### src/rtl/sopc_keyctrl_pkg.sv
// sopc_keyctrl_pkg: shared constants for the SOPC key interrupt controller
//   register map, CTRL bit layout and reset value, maximum key count
package sopc_keyctrl_pkg;
    typedef enum logic [1:0] {
        ADDR_STATUS  = 2'd0,
        ADDR_MASK    = 2'd1,
        ADDR_PENDING = 2'd2,
        ADDR_CTRL    = 2'd3
    } reg_addr_e;
    localparam int CTRL_ENABLE = 0;
    localparam int CTRL_REPEAT = 1;
    localparam logic [1:0] CTRL_RESET = 2'b01;
    localparam int MAX_KEYS = 8;
endpackage

### src/rtl/sopc_key_debounce.sv
// sopc_key_debounce: one key's synchroniser, tick-sampled debouncer and press pulse
//   clk, rst_n : clock, asynchronous active-low reset
//   key_n      : raw button, 0 = pressed
//   tick       : sample strobe
//   stable     : debounced level, 1 = pressed
//   press      : one-clock pulse on a stable 0->1 change
module sopc_key_debounce
    import sopc_keyctrl_pkg::*;
#(
    parameter int STABLE = 2
) (
    input  logic clk,
    input  logic rst_n,
    input  logic key_n,
    input  logic tick,
    output logic stable,
    output logic press
);
    logic [1:0] sync;
    logic [3:0] cnt;
    logic       sample;
    logic       hit;
    assign sample = ~sync[1];
    // this tick's disagreeing sample completes the run of STABLE
    assign hit = tick && (sample != stable) && (cnt + 4'd1 == 4'(STABLE));
    always_ff @(posedge clk or negedge rst_n) begin
        if (!rst_n) begin
            sync   <= 2'b11;
            cnt    <= '0;
            stable <= 1'b0;
            press  <= 1'b0;
        end else begin
            sync  <= {sync[0], key_n};
            press <= hit && sample;
            if (tick) begin
                cnt <= (sample == stable || hit) ? 4'd0 : cnt + 4'd1;
                if (hit) stable <= sample;
            end
        end
    end
endmodule

### src/rtl/sopc_key_irq_ctrl.sv
// sopc_key_irq_ctrl: debounced multi-key press latch with masked, enabled level IRQ
//   csi_clockreset_clk/_reset_n : clock, asynchronous active-low reset
//   avs_ctrl_*                  : Avalon slave, regs STATUS/MASK/PENDING(W1C)/CTRL
//   ins_intrq_irq               : registered level interrupt
//   KEY                         : raw active-low buttons
//   SOPC_KEYCTRL_REPEAT_EN      : adds auto-repeat events (CTRL bit1)
module sopc_key_irq_ctrl
    import sopc_keyctrl_pkg::*;
#(
    parameter int NKEYS  = 4,
    parameter int DIV_W  = 16,
    parameter int STABLE = 2
`ifdef SOPC_KEYCTRL_REPEAT_EN
    ,
    parameter int REPEAT_DELAY = 32,
    parameter int REPEAT_RATE  = 8
`endif
) (
    input  logic             csi_clockreset_clk,
    input  logic             csi_clockreset_reset_n,
    input  logic [1:0]       avs_ctrl_address,
    input  logic             avs_ctrl_read,
    input  logic             avs_ctrl_write,
    input  logic [7:0]       avs_ctrl_writedata,
    output logic [7:0]       avs_ctrl_readdata,
    output logic             avs_ctrl_waitrequest_n,
    output logic             ins_intrq_irq,
    input  logic [NKEYS-1:0] KEY
);
    logic [DIV_W-1:0] tick_cnt;
    logic             tick;
    logic [NKEYS-1:0] status, press, event_v, pending, mask, wdata;
    logic             ctrl_en, ctrl_rep;
    logic             unused_ok;
    assign tick                   = &tick_cnt;
    assign wdata                  = avs_ctrl_writedata[NKEYS-1:0];
    assign avs_ctrl_waitrequest_n = 1'b1;
    assign unused_ok              = ^{avs_ctrl_read, avs_ctrl_writedata};
    for (genvar k = 0; k < NKEYS; k++) begin : g_key
        sopc_key_debounce #(.STABLE(STABLE)) u_db (
            .clk    (csi_clockreset_clk),
            .rst_n  (csi_clockreset_reset_n),
            .key_n  (KEY[k]),
            .tick   (tick),
            .stable (status[k]),
            .press  (press[k])
        );
`ifdef SOPC_KEYCTRL_REPEAT_EN
        // rdone selects the inter-repeat period once the initial delay has elapsed
        logic [7:0] rcnt;
        logic [7:0] rlim;
        logic       rdone, rep;
        assign rlim = rdone ? 8'(REPEAT_RATE) : 8'(REPEAT_DELAY);
        always_ff @(posedge csi_clockreset_clk or negedge csi_clockreset_reset_n) begin
            if (!csi_clockreset_reset_n) begin
                rcnt  <= '0;
                rdone <= 1'b0;
                rep   <= 1'b0;
            end else if (!status[k] || !ctrl_rep) begin
                rcnt  <= '0;
                rdone <= 1'b0;
                rep   <= 1'b0;
            end else begin
                rep <= tick && (rcnt + 8'd1 == rlim);
                if (tick) begin
                    rcnt  <= (rcnt + 8'd1 == rlim) ? 8'd0 : rcnt + 8'd1;
                    rdone <= rdone || (rcnt + 8'd1 == rlim);
                end
            end
        end
        assign event_v[k] = press[k] | rep;
`else
        assign event_v[k] = press[k];
`endif
    end
`ifdef SOPC_KEYCTRL_REPEAT_EN
    always_ff @(posedge csi_clockreset_clk or negedge csi_clockreset_reset_n) begin
        if (!csi_clockreset_reset_n) ctrl_rep <= CTRL_RESET[CTRL_REPEAT];
        else if (avs_ctrl_write && avs_ctrl_address == ADDR_CTRL) ctrl_rep <= avs_ctrl_writedata[CTRL_REPEAT];
    end
`else
    assign ctrl_rep = 1'b0;
`endif
    always_ff @(posedge csi_clockreset_clk or negedge csi_clockreset_reset_n) begin
        if (!csi_clockreset_reset_n) begin
            tick_cnt      <= '0;
            mask          <= '0;
            pending       <= '0;
            ctrl_en       <= CTRL_RESET[CTRL_ENABLE];
            ins_intrq_irq <= 1'b0;
        end else begin
            tick_cnt <= tick_cnt + DIV_W'(1);
            if (avs_ctrl_write && avs_ctrl_address == ADDR_MASK) mask <= wdata;
            if (avs_ctrl_write && avs_ctrl_address == ADDR_CTRL) ctrl_en <= avs_ctrl_writedata[CTRL_ENABLE];
            // new events are ORed in after the clear so a same-cycle set survives
            pending <= (pending & ~((avs_ctrl_write && avs_ctrl_address == ADDR_PENDING) ? wdata : '0)) | event_v;
            ins_intrq_irq <= ctrl_en & |(pending & mask);
        end
    end
    always_comb begin
        avs_ctrl_readdata = avs_ctrl_address == ADDR_STATUS  ? 8'(status)  :
                            avs_ctrl_address == ADDR_MASK    ? 8'(mask)    :
                            avs_ctrl_address == ADDR_PENDING ? 8'(pending) :
                                                               {6'b0, ctrl_rep, ctrl_en};
    end
endmodule

### config.mk
export PLATFORM = sky130hd
export DESIGN_NAME = sopc_key_irq_ctrl
export DESIGN_NICKNAME = d
export VERILOG_FILES = /design/src/rtl/sopc_keyctrl_pkg.sv /design/src/rtl/sopc_key_debounce.sv /design/src/rtl/sopc_key_irq_ctrl.sv
export SDC_FILE = /design/constraint.sdc
export NUM_CORES = 1
export LEC_CHECK = 0
export BUFFER_PORTS_ARGS = -buffer_cell sky130_fd_sc_hd__buf_2
export CAP_MARGIN = 40
export CELL_PAD_IN_SITES_DETAIL_PLACEMENT = 1
export CELL_PAD_IN_SITES_GLOBAL_PLACEMENT = 2
export CORE_MARGIN = 2
export CORE_UTILIZATION = 38
export CTS_CLUSTER_SIZE = 28
export DETAILED_ROUTE_END_ITERATION = 7
export PLACE_DENSITY_LB_ADDON = 0.08
export REMOVE_ABC_BUFFERS = 1
export SYNTH_ARGS = -nofsm -noshare
export SYNTH_HDL_FRONTEND = slang
export SYNTH_SLANG_ARGS = --single-unit
### constraint.sdc
create_clock -name csi_clockreset_clk -period 2.2 [get_ports csi_clockreset_clk]
set_input_delay 0.33 -clock csi_clockreset_clk [delete_from_list [all_inputs] [get_ports csi_clockreset_clk]]
set_output_delay 0.33 -clock csi_clockreset_clk [all_outputs]
set_load 0.02 [all_outputs]
==> reports/results.ini, run 1 <==
[outcome]
status=complete, no violations

[synth]
avgSynthCellArea_um2=11.0
ys.flop_type=dfrtp_1
synth_common_cells=49 x dfrtp_1, 30 x nand2_1, 13 x nand3_1
yosysSeqAreaShare=0.531
syn_area_mm2=0.00275
synth_top_cell_by_area=dfrtp_1
netlist-cell-type-count=45
synthCells=250
synth_area_leaders=dfrtp_1 45%, dfstp_2 8.6%, ha_1 4.1%, nand2_1 4.1%, xnor2_1 3.5%
synth_most_common_cell=dfrtp_1
yosys_warnings=0
synth_seq_cells=58
async_reset_ff_frac=1.00
synth_edf_count=0
yosysTopAreaCellShare=0.445

[setup_path]
criticalPathCategory=flip-flop to flip-flop
crit_fanout=7
path_common_cell=a21oi_1
cp.required_ns=2.45
cp.arrival_ns=2.17
slowest_stage=o32ai_1
cp-start-kind=flip-flop
critPathMaxStageDelay_ns=0.55
ff2ff_path_depth=6
cp-end-kind=flip-flop
crit_chain=ha_1 -> and2_1 -> a21oi_1 -> o32ai_1 -> a21oi_1 -> a31oi_1

[global_routing]
overflow=0
grt_antenna_before_repair=0
grtUsageTotal=0.154
first_global_vias=1927
grt_pass1_wl_um=9200
grt_max_degree=59

[die]
dieArea_mm2=0.00794
die_y_um=89.1
core-area_mm2=0.00714
fp-row-count=31
start_util=0.386
ios=28
die_width_um=89.1

[run]
max_cap_violations=0

[detailed_routing]
viasPerCell=4.92
drt_first_pass_iters=3
detail_route.wl_per_cell_um=14.3
vias=1876
detail-route-antenna-nets=0
drc_errors=0
routed_wl_um=5450
drtIter0Drc=57

[place]
globalplace.congestion=0.695
dp_hpwl_um=3680
port_buffers=17
placedCellCount=364

[cells_and_area]
drive_gt1_frac=0.209
synthToLayoutAreaGrowth_pct=16.5
fin_nets=304
stdcell_count=381
post-route-util=0.449
fillers=796
n_antenna_cell=0

[worst_hold_path]
min_path_cells=1
hold_path.class=primary input to flip-flop

[clock_network]
cts.reportedPaths.clkPinSlew_ns=0.07
cts_tree=done
clkLatencyLatePin_ns=0.33
ctsResizeCount=0
postCtsSetupRepairBufs=0
h-tree-depth=3
clockRootBuffer=clkbuf_8
hold_buffers=1
cts_buffers=9
clock_sinks=58
clock_path_buffers=2

[sta]
setup_viol=0
rsz0062_at_grt=no
fin_worst_skew_ns=0.0107
slew_violations=0
final_hold_viol_count=0
fin_crit_ns=1.91
relSlewSlack=0.568
tightest_slew_ns=0.646
fmax_mhz=523
min_period_over_period=0.869
setup-tns-final_ns=0
whs_ns=0.0849

[pwr]
p_leak_nw=1.53
powerDensity_mw_per_mm2=746
ir_drop_uv=267

-- sequential cells by signal (all words and copies together) (netlist names) --
name	flops
g_key.u_db.cnt	16
g_key.u_db.stable	4
ins_intrq_irq	1
ctrl_en	1
pending	4
g_key.u_db.sync	8
g_key.u_db.press	4
tick_cnt	16
mask	4
-- power breakdown --
group	internal, mW	total [mW]	switching (mW)	leakage [nW]
combinational	0.0435	0.110	0.0662	0.657
clock	0.729	1.16	0.435	0.119
sequential	1.10	1.12	0.0190	0.756
-- placed cells by master, fill, tap and decap left out, types with 5 or more instances in the layout --
master,netlist,routed
o31ai_1,5,5
a21oi_1,6,6
inv_1,8,8
ha_1,9,9
mux2_2,5,5
nand3_1,13,13
conb_1,2,5
clkbuf_8,0,12
buf_2,1,17
nor2_1,8,8
nor3_1,6,6
xnor2_1,11,11
nand2_1,30,30
xor2_1,10,10
dfstp_2,9,9
dfrtp_1,49,49
a21o_1,6,6
o21ai_1,5,5
o21ai_0,8,8
-- cell type report --
type	count	area, um^2	area share
Sequential cell	58	1460	0.456
Timing Repair Buffer	23	145	0.0453
Clock buffer	12	165	0.0515
Clock inverter	4	72.6	0.0226
Multi-Input combinational cell	177	1210	0.376
Inverter	8	30.0	0.00937
Tap cell	99	124	0.0386
-- final timing paths --
kind,start,to,slack [ns]
hold / removal,KEY[1],g_key[1].u_db.sync[0],0.08
max in group asynchronous,csi_clockreset_reset_n,g_key[3].u_db.sync[0],1.35
min in group asynchronous,csi_clockreset_reset_n,g_key[2].u_db.cnt[1],0.53
setup / recovery,g_key[2].u_db.cnt[0],g_key[2].u_db.stable,0.29
hold reg to reg,g_key[1].u_db.sync[0],g_key[1].u_db.sync[1],0.36
setup reg to reg,g_key[2].u_db.cnt[0],g_key[2].u_db.stable,0.29
-- cell families (layout without fill, tap and decap cells) --
logic type / after synthesis / count (layout) / share of synthesized area
other cells: 2 / 5 / 0.00273
simple gates: 89 / 89 / 0.177
xor+xnor: 21 / 21 / 0.0668
flops: 58 / 58 / 0.531
fa+ha+maj: 9 / 9 / 0.0409
mux: 10 / 10 / 0.0432
buf+inv: 18 / 47 / 0.0345
compound gates: 43 / 43 / 0.103
-- routing by layer --
layer,track usage,wire [um],vias to the layer above
met5,0,0,-
met4,0.0896,135,0
met3,0.0286,158,9
met2,0.238,2470,28
met1,0.202,2690,916
li1,-,-,923
-- worst max-delay path: cells and delay by family (launching register included) --
kind	cells	cell delay (ns)
AND/OR/NAND/NOR	1	0.14
AO/OA/AOI/OAI	4	0.95
adder cells (fa/ha/maj)	1	0.27
flip-flops	1	0.47
-- through the flow --
stage                     total power [mW]  worst slack [ns]  cell area (um^2)
after floorplan                       1.19             0.486              2700
final                                 2.39             0.287              3210
after CTS                             2.43             0.314              3210
after global placement                1.25             0.384              2960
after detailed placement              1.25             0.351              2960
after global routing                  2.49             0.150              3210
No activity file was read; power rests on OpenSTA's default activity.
==> run 2, diff against run 1 <==
==> constraint.sdc (replaced) <==
create_clock -name csi_clockreset_clk -period 2.2 [get_ports csi_clockreset_clk]
set_input_delay 0.22 -clock csi_clockreset_clk [delete_from_list [all_inputs] [get_ports csi_clockreset_clk]]
set_output_delay 0.22 -clock csi_clockreset_clk [all_outputs]
set_load 0.02 [all_outputs]
==> run 2 against run 1 <==
Critical path depth unchanged. Via count increased by 2.5%. Sequential power barely moved. Count of clock-buffer cells in the layout is the same. Utilization fell by 0.32 points. Largest power group is now sequential cells.
==> reports/results.ini, run 2 (same netlist as run 1, synthesis figures left out) <==
[outcome]
status=complete, no violations

[detailed_routing]
drc_errors=0  ; unchanged
drtIter0Drc=63  ; +11%
met1_length_um=2570  ; -4.3%
drt_first_pass_iters=4  ; +1
vias=1923  ; +2.5%
detail-route-antenna-nets=0  ; unchanged
wl_met2_um=2540  ; +2.8%
wl_met3_um=209  ; +32%
viasPerCell=4.98  ; +1.2%
dr.max_layer_used=met4
detail_route.wl_per_cell_um=14.0  ; -2.2%
routed_wl_um=5400  ; -0.88%

[run]
max_cap_violations=0  ; unchanged

[sta]
fin_worst_skew_ns=0.0111  ; +0.000394 ns
fmax_mhz=525  ; +0.38%
setup_viol=0  ; unchanged
slew_violations=0  ; unchanged
whs_ns=0.154  ; +0.0690 ns
tightest_slew_ns=0.661  ; +0.0154 ns
min_period_over_period=0.866  ; -0.00332
setup-tns-final_ns=0  ; unchanged
relSlewSlack=0.558  ; -0.0103
final_hold_viol_count=0  ; unchanged
fin_crit_ns=1.91  ; -0.00730 ns
rsz0062_at_grt=no

[worst_hold_path]
worstHoldStart=avs_ctrl_writedata[1]
min_path_cells=2  ; +1
min_to=mask[1]
hold_path.class=primary input to flip-flop

[die]
core-area_mm2=0.00714  ; unchanged
dieArea_mm2=0.00794  ; unchanged
die_width_um=89.1  ; unchanged
die_y_um=89.1  ; unchanged
fp-row-count=31  ; unchanged
ios=28  ; unchanged
start_util=0.386  ; unchanged

[clock_network]
postCtsSetupRepairBufs=0  ; unchanged
h-tree-depth=3  ; unchanged
clockRootBuffer=clkbuf_8
cts.reportedPaths.clkPinSlew_ns=0.07  ; about the same
cts_tree=done
cts_buffers=9  ; unchanged
clock_sinks=58  ; unchanged
clkLatencyLatePin_ns=0.33  ; about the same
clock_path_buffers=2  ; unchanged

[place]
globalplace.congestion=0.698  ; +0.42%
port_buffers=17  ; unchanged
placedCellCount=365  ; +0.27%
dp_hpwl_um=3830  ; +4.0%
placed_area_mm2=0.00295  ; -0.17%

[setup_path]
crit_chain=ha_1 -> and2_1 -> a21oi_1 -> o32ai_1 -> a21oi_1 -> a31oi_1
ff2ff_path_depth=6  ; unchanged
reg2reg_to=g_key[2].u_db.stable
critPathMaxStageDelay_ns=0.56  ; about the same
cp-end-kind=flip-flop
path_common_cell=a21oi_1
cp.required_ns=2.43  ; -0.02 ns
crit_fanout=7  ; unchanged
slowest_stage=o32ai_1
cp-start-kind=flip-flop
cp.arrival_ns=2.14  ; -0.03 ns
r2r_start=g_key[2].u_db.cnt[0]
r2r_setup_slack_ns=0.29  ; about the same
criticalPathCategory=flip-flop to flip-flop

[cells_and_area]
drive_gt1_frac=0.199  ; -0.0106
fin_nets=309  ; +1.6%
layout_commonest_cell=dfrtp_1
fin_area_mm2=0.00318  ; -0.70%
n_antenna_cell=0  ; unchanged
synthToLayoutAreaGrowth_pct=15.6
stdcell_count=386  ; +1.3%
final_cell_mix=49 x dfrtp_1, 30 x nand2_1, 17 x buf_2
reg.largest.list=g_key.u_db.cnt: 16 flops, tick_cnt: 16 flops, g_key.u_db.sync: 8 flops

[pwr]
finalPower_mw=2.15  ; -10%
ir_drop_uv=396  ; +48%
p_leak_nw=1.52  ; -0.49%
powerDensity_mw_per_mm2=675  ; -9.6%

[global_routing]
grtUsageTotal=0.152  ; -0.00134
grt_pass1_wl_um=9150  ; -0.60%
grt_max_degree=32  ; -46%
overflow=0  ; unchanged
grt_antenna_before_repair=0  ; unchanged
first_global_vias=1941  ; +0.73%

-- run 2: changes by cell type in the layout (fill, tap and decap cells not counted), sizes merged --
cell,change
dlygate4sd3,+4
clkinv,+2
buf,+1
bufinv,-1
clkinvlp,-1
-- run 2: stage by stage --
| stage | util | setup slack, ns |
|---|---|---|
| floorplan | - | 0.486 |
| global placement | 0.414 | 0.385 |
| detailed placement | 0.414 | 0.328 |
| CTS | 0.446 | 0.300 |
| global route | 0.446 | 0.0939 |
| finish | 0.446 | 0.295 |
-- run 2: worst max path at each step --
stage,slack (ns),startpoint,end,depth (start not counted)
after floorplan,0.49,tick_cnt[0],g_key[2].u_db.cnt[1],5
after global placement,0.38,g_key[2].u_db.cnt[0],g_key[2].u_db.cnt[1],6
after detailed placement,0.33,tick_cnt[0],g_key[2].u_db.stable,6
after CTS,0.30,g_key[2].u_db.cnt[0],g_key[2].u_db.stable,6
after global routing,0.09,g_key[2].u_db.cnt[0],g_key[2].u_db.stable,6
final,0.29,g_key[2].u_db.cnt[0],g_key[2].u_db.stable,6
-- run 2: layer usage --
metal / track usage / up-vias
li1: - / 937
met1: 0.193 / 953
met2: 0.245 / 28
met3: 0.0545 / 5
met4: 0.0488 / 0
met5: 0 / -
-- run 2: what timing repair did --
item,in CTS,in global routing
hold buffers,5,0
hold endpoints to repair,53,0
gates resized for setup,0,0
-- run 2: area by class of cell --
class | instances | area (um^2)
Sequential cell | 58 | 1460
Clock buffer | 12 | 135
Inverter | 8 | 30.0
Clock inverter | 4 | 45.0
Tap cell | 99 | 124
Multi-Input combinational cell | 177 | 1210
Timing Repair Buffer | 28 | 180
Fill cell | 840 | 3950
-- run 2: critical path, delay by kind of cell (launching register included) --
kind,cells,cell delay (ns)
AOI/OAI and AO/OA,4,0.93
DFF,1,0.46
adders and majority gates,1,0.27
and+or+nand+nor,1,0.15
-- run 2: report_power, final --
| group | switching (mW) | internal, mW |
|---|---|---|
| combinational | 0.0668 | 0.0467 |
| clock | 0.398 | 0.518 |
| sequential | 0.0182 | 1.10 |
==> run 3, diff against run 2 <==
--- a/config.mk
+++ b/config.mk
@@ -10,11 +10,13 @@
 export CELL_PAD_IN_SITES_DETAIL_PLACEMENT = 1
 export CELL_PAD_IN_SITES_GLOBAL_PLACEMENT = 2
 export CORE_MARGIN = 2
-export CORE_UTILIZATION = 38
+export CORE_UTILIZATION = 40
+export CTS_BUF_LIST = sky130_fd_sc_hd__clkbuf_4 sky130_fd_sc_hd__clkbuf_8
 export CTS_CLUSTER_SIZE = 28
 export DETAILED_ROUTE_END_ITERATION = 7
 export PLACE_DENSITY_LB_ADDON = 0.08
 export REMOVE_ABC_BUFFERS = 1
+export SKIP_CTS_REPAIR_TIMING = 1
 export SYNTH_ARGS = -nofsm -noshare
 export SYNTH_HDL_FRONTEND = slang
 export SYNTH_SLANG_ARGS = --single-unit
==> constraint.sdc (replaced) <==
create_clock -name csi_clockreset_clk -period 2 [get_ports csi_clockreset_clk]
set_input_delay 0.2 -clock csi_clockreset_clk [delete_from_list [all_inputs] [get_ports csi_clockreset_clk]]
set_output_delay 0.2 -clock csi_clockreset_clk [all_outputs]
set_load 0.02 [all_outputs]
==> run 3 against run 2 <==
Register-to-register slack lost 0.08 ns. Worst hold slack lost 0.031 ns. Combinational power is 9.6% higher. Sequential cell count unchanged. Sequential power grew 9.8%. Non-clock buffer count rose by 3. Utilization up 2.7 points. Cell area down 0.12%. Routed wire length shrank 1.4%. Via count shrank 0.47%. Critical endpoint is now g_key[0].u_db.stable.
==> reports/results.ini, run 3 (same netlist as run 1, synthesis figures left out) <==
[clock_network]
cts_buffers=9  ; unchanged
clockRootBuffer=clkbuf_8
cts.reportedPaths.clkPinSlew_ns=0.07  ; about the same
h-tree-depth=3  ; unchanged
clkLatencyLatePin_ns=0.33  ; about the same
cts_tree=done
clock_path_buffers=2  ; unchanged
clock_sinks=58  ; unchanged

[setup_path]
endpoint=g_key[0].u_db.stable
criticalPathCategory=flip-flop to flip-flop
crit_fanout=8  ; +1
reg2reg_to=g_key[0].u_db.stable
crit_chain=nand4_2 -> nor2_2 -> and4_1 -> buf_4 -> a21oi_1 -> a31oi_1
cp-start-kind=flip-flop
cp.arrival_ns=2.04  ; -0.10 ns
slowest_stage=dfrtp_1
ff2ff_path_depth=6  ; unchanged
crit_family=simple AND/OR/NAND/NOR gates
crit_start=tick_cnt[6]
cp.required_ns=2.25  ; -0.18 ns
cp-end-kind=flip-flop
cp.depth=6  ; unchanged
r2r_setup_slack_ns=0.22  ; -0.08 ns
r2r_start=tick_cnt[6]
critPathMaxStageDelay_ns=0.45  ; -0.11 ns
crit_buf_inv=1  ; +1

[die]
fp-row-count=30  ; -3.2%
start_util=0.410  ; +0.0240
die_y_um=87.0  ; -2.4%
die_width_um=87.0  ; -2.4%
core-area_mm2=0.00672  ; -5.9%
ios=28  ; unchanged
dieArea_mm2=0.00756  ; -4.8%

[sta]
setup_viol=0  ; unchanged
rsz0062_at_grt=no
fin_crit_ns=1.78  ; -0.122 ns
min_period_over_period=0.892  ; +0.0255
fmax_mhz=561  ; +6.8%
final_hold_viol_count=0  ; unchanged
slew_violations=0  ; unchanged
fin_worst_skew_ns=0.00991  ; -0.00122 ns
setup-tns-final_ns=0  ; unchanged
whs_ns=0.123  ; -0.0309 ns

[global_routing]
grt_pass1_wl_um=9320  ; +1.9%
overflow=0  ; unchanged
grt_antenna_before_repair=0  ; unchanged
grt_max_degree=59  ; +84%
first_global_vias=2024  ; +4.3%
grtUsageTotal=0.160  ; +0.00737

[place]
port_buffers=17  ; unchanged
dp_hpwl_um=3760  ; -1.6%
globalplace.congestion=0.723  ; +3.6%

[cells_and_area]
reg.largest.list=g_key.u_db.cnt: 16 flops, tick_cnt: 16 flops, g_key.u_db.sync: 8 flops
n_antenna_cell=0  ; unchanged
synthToLayoutAreaGrowth_pct=15.5
final_cell_mix=49 x dfrtp_1, 30 x nand2_1, 17 x buf_2
layout_commonest_cell=dfrtp_1
drive_gt1_frac=0.215  ; +0.0159
fin_nets=312  ; +0.97%
fillers=748  ; -11%

[detailed_routing]
drc_errors=0  ; unchanged
routed_wl_um=5330  ; -1.4%
detail_route.wl_per_cell_um=14.4  ; +3.1%
vias=1914  ; -0.47%
viasPerCell=5.19  ; +4.1%
detail-route-antenna-nets=0  ; unchanged
drtIter0Drc=81  ; +29%
drt_first_pass_iters=4  ; unchanged

[worst_hold_path]
hold_path.class=primary input to flip-flop

[pwr]
powerDensity_mw_per_mm2=715  ; +6.0%
ir_drop_uv=320  ; -19%
p_leak_nw=1.54  ; +1.2%

[run]
max_cap_violations=0  ; unchanged

[outcome]
status=complete, no violations

-- run 3: worst min-delay path by stage --
stage                                 startpoint                   end  slack (ns)  cells past startpoint
after floorplan           csi_clockreset_reset_n  g_key[0].u_db.cnt[0]        -0.1                      0
after global routing       avs_ctrl_writedata[2]               mask[2]        0.10                      2
final                      avs_ctrl_writedata[2]               mask[2]        0.12                      2
after global placement    csi_clockreset_reset_n  g_key[0].u_db.cnt[1]        0.23                      2
after detailed placement  csi_clockreset_reset_n  g_key[0].u_db.stable        0.24                      2
after CTS                 csi_clockreset_reset_n  g_key[0].u_db.cnt[1]       -0.13                      2
-- run 3: cell type report --
type / instances / area (um^2) / share of cell area
Tap cell: 80 / 100 / 0.0315
Clock buffer: 11 / 145 / 0.0457
Multi-Input combinational cell: 177 / 1210 / 0.379
Inverter: 8 / 30.0 / 0.00945
Timing Repair Buffer: 31 / 215 / 0.0677
Clock inverter: 4 / 20.0 / 0.00630
Sequential cell: 58 / 1460 / 0.460
-- run 3: power by group --
part / switching (mW) / total, mW / internal, mW
Combinational: 0.0719 / 0.125 / 0.0528
Clock: 0.439 / 0.920 / 0.481
Sequential: 0.0195 / 1.23 / 1.21
-- run 3: per-layer routing --
layer  GRT usage  vias to the layer above  share of wire
li1            -                      944              -
met1       0.201                      935           0.47
met2       0.260                       26           0.48
met3      0.0360                        9          0.030
met4      0.0767                        0          0.019
met5           0                        -              0
-- run 3: metrics by stage --
stage	power [mW]	std cells	worst slack (ns)	utilization	area [um^2]
finish	2.27	369	0.217	0.473	3180
global route	2.40	369	0.0612	0.473	3180
CTS	2.32	364	0.172	0.466	3130
detailed placement	1.37	349	0.164	0.441	2960
global placement	1.37	349	0.230	0.441	2960
floorplan	1.31	243	0.286	-	2700
